`src/rtl/counter_ud_if.sv`:
```
// Control/status bundle for the up/down display counter.
// ss/ud steer the counter, q returns the registered count.
interface counter_ud_if;
  logic       ss;
  logic       ud;
  logic [7:0] q;

  modport master (
    output ss,
    output ud,
    input  q
  );

  modport slave (
    input  ss,
    input  ud,
    output q
  );
endinterface

```
`src/rtl/counter_ud.sv`:
```
// 8-bit up/down counter with prescaler and start/stop hold.
// Define COUNTERUD_BCD_EN for packed two-digit BCD counting.
module counter_ud #(
  parameter int DIV   = 1,
  parameter int DIV_W = 26
) (
  input  logic         clk,
  input  logic         rs,
  counter_ud_if.slave  bus
);

  localparam logic [DIV_W-1:0] LP_LAST = DIV_W'(DIV - 1);

  logic [DIV_W-1:0] r_div_cnt;
  logic [7:0]       r_q;
  logic             w_tick;
  logic [7:0]       w_q_next;

  assign w_tick = (r_div_cnt == LP_LAST);

`ifdef COUNTERUD_BCD_EN
  // Units roll first; tens move only on a units carry/borrow.
  always_comb begin
    w_q_next = r_q;
    if (bus.ud) begin
      if (r_q[3:0] == 4'd9) begin
        w_q_next[3:0] = 4'd0;
        w_q_next[7:4] = (r_q[7:4] == 4'd9) ? 4'd0
                      : r_q[7:4] + 4'd1;
      end else begin
        w_q_next[3:0] = r_q[3:0] + 4'd1;
      end
    end else begin
      if (r_q[3:0] == 4'd0) begin
        w_q_next[3:0] = 4'd9;
        w_q_next[7:4] = (r_q[7:4] == 4'd0) ? 4'd9
                      : r_q[7:4] - 4'd1;
      end else begin
        w_q_next[3:0] = r_q[3:0] - 4'd1;
      end
    end
  end
`else
  always_comb begin
    w_q_next = r_q;
    if (bus.ud) w_q_next = r_q + 8'd1;
    else        w_q_next = r_q - 8'd1;
  end
`endif

  always_ff @(posedge clk) begin
    if (rs) begin
      r_div_cnt <= '0;
      r_q       <= 8'h00;
    end else if (!bus.ss) begin
      if (w_tick) begin
        r_div_cnt <= '0;
        r_q       <= w_q_next;
      end else begin
        r_div_cnt <= r_div_cnt + 1'b1;
      end
    end
  end

  assign bus.q = r_q;

endmodule

```
`src/flat_wrapper.sv`:
```
// flat-port wrapper written by rule: the top's interface ports become plain ports
module counter_ud_flat 
#(
  parameter int DIV   = 1,
  parameter int DIV_W = 26
)
  (clk, rs, bus_ss, bus_ud, bus_q);
  counter_ud_if bus_i ();
  input  logic clk;
  input  logic rs;
  input wire logic [$bits(bus_i.ss)-1:0] bus_ss;
  input wire logic [$bits(bus_i.ud)-1:0] bus_ud;
  output wire logic [$bits(bus_i.q)-1:0] bus_q;
  assign bus_i.ss = bus_ss;
  assign bus_i.ud = bus_ud;
  assign bus_q = bus_i.q;
  counter_ud #(.DIV(DIV), .DIV_W(DIV_W)) u_core (.clk(clk), .rs(rs), .bus(bus_i));
endmodule
```
`config.mk`:
```
export PLATFORM = sky130hd
export DESIGN_NAME = counter_ud_flat
export DESIGN_NICKNAME = d
export VERILOG_FILES = /design/src/rtl/counter_ud_if.sv /design/src/rtl/counter_ud.sv /design/src/flat_wrapper.sv
export SDC_FILE = /design/constraint.sdc
export NUM_CORES = 1
export LEC_CHECK = 0
export ABC_AREA = 1
export BUFFER_PORTS_ARGS = -buffer_cell sky130_fd_sc_hd__buf_4
export CAP_MARGIN = 20
export CORE_ASPECT_RATIO = 2
export CORE_MARGIN = 4
export CORE_UTILIZATION = 50
export CTS_CLUSTER_DIAMETER = 80
export DETAILED_ROUTE_END_ITERATION = 8
export GPL_TIMING_DRIVEN = 0
export PLACE_DENSITY = 0.69
export SYNTH_ARGS = -nofsm -noshare
export SYNTH_HDL_FRONTEND = slang
export SYNTH_SLANG_ARGS = --single-unit
```
`constraint.sdc`:
```
create_clock -name clk -period 3.55 [get_ports clk]
set_input_delay 0.355 -clock clk [delete_from_list [all_inputs] [get_ports clk]]
set_output_delay 0.355 -clock clk [all_outputs]
set_load 0.005 [all_outputs]
```
==> results.yml <==
sta:
  fin_skew_ns: 0.002859
  rsz0062_at_grt: "no"
  post-route-min-period_ns: 1.889
  tns_ns: 0
  finalSetupViolCount: 0
  period_share: 0.5320
  timing.final.ws_setup_ns: 1.661
  hold_viol_final: 0
  clock.fmax_mhz: 529.5
  worstMarginPinSlew_ns: 0.5535
  relSlewSlack: 0.6310
  holdWs_ns: 0.2528
  final_max_slew_viol_count: 0
hold_path:
  holdPathStages: 2
  min_delay_worst_endpoint: "u_core.r_div_cnt[18]"
  worstHoldStart: "rs"
  hp-class: "input pin to flop"
synthesis:
  synth.mux.area_fraction: 0
  async_flop_share: 0
  yosysWarningCount: 0
  synth_top_family_by_area: "simple AND/OR/NAND/NOR gates"
  yosys.area.top_type_share: 0.2918
  ys_top_cells_by_area: "dfxtp_1 29%, nand2_1 14%, nor2_1 12%"
  synthTopCellsByCount: "88 x nand2_1, 74 x nor2_1, 42 x inv_1, 34 x dfxtp_1, 20 x nand3_1"
  synth_compound_area_frac: 0.05258
  ys_seq_area_frac: 0.2918
  ys_types: 34
  synth_cells: 362
  synthSimpleGateAreaFrac: 0.4657
  synth_ff_type: "dfxtp_1"
  synth_seq_cells: 34
  syn_area_sq_um: 2332
  avgSynthCellArea_sq_um: 6.443
  synthAdderAreaFrac: 0.05687
  yosysTopAreaCell: "dfxtp_1"
  synth_edf_count: 0
  synth_xor_area_frac: 0.04131
  syn_nets: 376
  synth.most_common_cell: "nand2_1"
cts:
  cts_tree: "yes"
  postCtsSetupBuffers: 0
  clock_path_buffers: 2
  holdBufCountCts: 0
  clk_pin_slew_worst_paths_ns: 0.07
  clk_latency_ns: 0.28
  numCtsBuffers: 5
  cts_root_buffer: "clkbuf_8"
  cts-htree-levels: 2
  post_cts_resized: 0
  cts.sink_count: 34
global_routing:
  busiest_layer: "met2"
  grt_start_max_net_pins: 12
  grt_pass1_wl_um: 10010
  grt-ovfl-total: 0
  grt_pass1_vias: 2247
  gr-usage-met1: 0.2072
  use_met2: 0.3936
  antenna_found_initial: 0
  grtUsageMet3: 0.03333
  grtUsageTotal: 0.2138
floorplan:
  initial_core_util: 0.5271
  num_io_pins: 12
  die_area_sq_um: 5888
  rows: 34
  dieHeight_um: 104.6
  die_w_um: 56.30
  core_sq_um: 4424
finish:
  synthToLayoutAreaGrowth_pct: 11.11
  multi_input_area_sq_um: 1438
  layout-drive-gt1-share: 0.1444
  insertedDiodeCount: 0
  area.sequential_sq_um: 680.7
  num-nets-final: 394
  fillCellCount: 452
route:
  post-route-drc-count: 0
  drt_wl_total_um: 5675
  via_per_inst: 5.147
  drt-initial-drc-count: 81
  drt.antenna.violating_nets: 0
  wl_per_cell_um: 13.05
  num_vias: 2239
  drtPass1Iterations: 6
power_and_ir_drop:
  p_per_area_nw_per_um2: 356.1
  power_switching_w: 0.0002527
  internal_power_w: 0.0006701
  swShare: 0.2738
  p_leak_nw: 1.206
  fin_total_pwr_w: 0.0009228
  peakVddDrop_mv: 0.2682
  pwr-share-clk: 0.381
  share_seq_of_total_power: 0.442
  combPwrFrac: 0.177
critical_path:
  worst-setup-path-type: "flop to flop"
  cp-start-kind: "flop"
  cp_slowest_cell: "fa_1"
  reg2regPathDepth: 8
  reg2reg_to: "u_core.bus.q[6]"
  cp-end-kind: "flop"
  crit_fanout: 4
  cpPeakStageDelay_ns: 0.46
  cp_common_cell: "nand2_1"
  regToRegSetupSlack_ns: 1.66
  worstPathRequired_ns: 3.74
  path_cells: "inv_1 -> fa_1 -> o21ai_0 -> nand2_1 -> nand2_1 -> nand2_1 -> a21oi_1 -> nor2_1"
  arrival_ns: 2.07
  reg2reg_from: "u_core.bus.q[0]"
place:
  gp_congestion: 0.9439
  dp_hpwl_um: 4741
  portBuffers: 11
  dpl_worst_slack_ns: 1.552
run:
  cap_violations: 0
status:
  status: "finished clean"
-- layout make-up --
class | count | area share
clock inverter | 3 | 0.01545
timing repair buffer | 11 | 0.03187
buffer | 4 | 0.01304
tap | 54 | 0.02607
clock buffer | 5 | 0.02656
multi-input combinational | 276 | 0.5548
sequential | 34 | 0.2627
inverter | 48 | 0.06953
-- flip-flops by register name (all words and copies together) (netlist names) --
register,flops
u_core.bus.q,8
u_core.r_div_cnt,26
-- cell families (layout without fill, tap and decap cells) --
| logic type | count (synthesis) | count (layout) |
|---|---|---|
| adders and majority gates | 10 | 10 |
| buffers and inverters | 52 | 71 |
| xor gates and xnor gates | 11 | 11 |
| and+or+nand+nor | 233 | 233 |
| DFF | 34 | 34 |
| AOI/OAI and AO/OA | 22 | 22 |
-- worst max-delay path, delay by kind of cell (launching register included) --
kind	cells	cell delay [ns]
compound gates	2	0.56
fa+ha+maj	1	0.46
buf+inv	1	0.09
flops	1	0.36
simple gates	4	0.32
-- stage by stage --
stage          instances  cell area, sq um  utilization
2_1_floorplan        362              2332            -
3_3_place_gp         427              2482       0.5611
3_5_place_dp         427              2482       0.5611
4_1_cts              435              2591       0.5857
5_1_grt              435              2591       0.5857
6_report             435              2591       0.5857
-- how the worst max path moves through the flow --
stage / startpoint / end / slack, ns / cells past startpoint
finish: u_core.bus.q[0] / u_core.bus.q[6] / 1.66 / 8
global route: u_core.r_div_cnt[0] / u_core.r_div_cnt[23] / 1.51 / 11
CTS: u_core.bus.q[0] / u_core.bus.q[6] / 1.66 / 8
detailed placement: bus_ud / u_core.bus.q[6] / 1.55 / 10
global placement: bus_ud / u_core.bus.q[6] / 1.59 / 10
floorplan: u_core.bus.q[0] / u_core.bus.q[6] / 1.96 / 8
-- power by group through the flow --
stage	Sequential, W	Combinational, W	Clock, W
finish	0.000408	0.000163	0.000352
global route	0.000410	0.000188	0.000376
CTS	0.000408	0.000166	0.000361
detailed placement	0.000417	0.000165	0
global placement	0.000417	0.000162	0
floorplan	0.000416	0.000112	0
-- per-layer routing --
metal  vias to the layer above  share of wire
met5                         -              0
li1                       1172              -
met1                       984           0.35
met2                        56           0.56
met4                         0          0.067
met3                        27          0.027
-- layout by cell type, fill, tap and decap left out, types with 2 or more instances in the layout --
master / instances
nand2_1: 88
nor2_4: 3
nand4_1: 13
ha_1: 9
nand3_2: 3
nor3_1: 8
clkbuf_8: 6
nor2_2: 7
a21oi_1: 10
buf_4: 11
dfxtp_1: 34
nand3_1: 20
xor2_1: 7
o21ai_0: 7
clkinv_2: 2
nor2_1: 74
nor3_4: 2
nand2_2: 9
nand3b_1: 2
inv_1: 42
xnor2_1: 4
inv_2: 5
No activity file was read; power rests on OpenSTA's default activity.
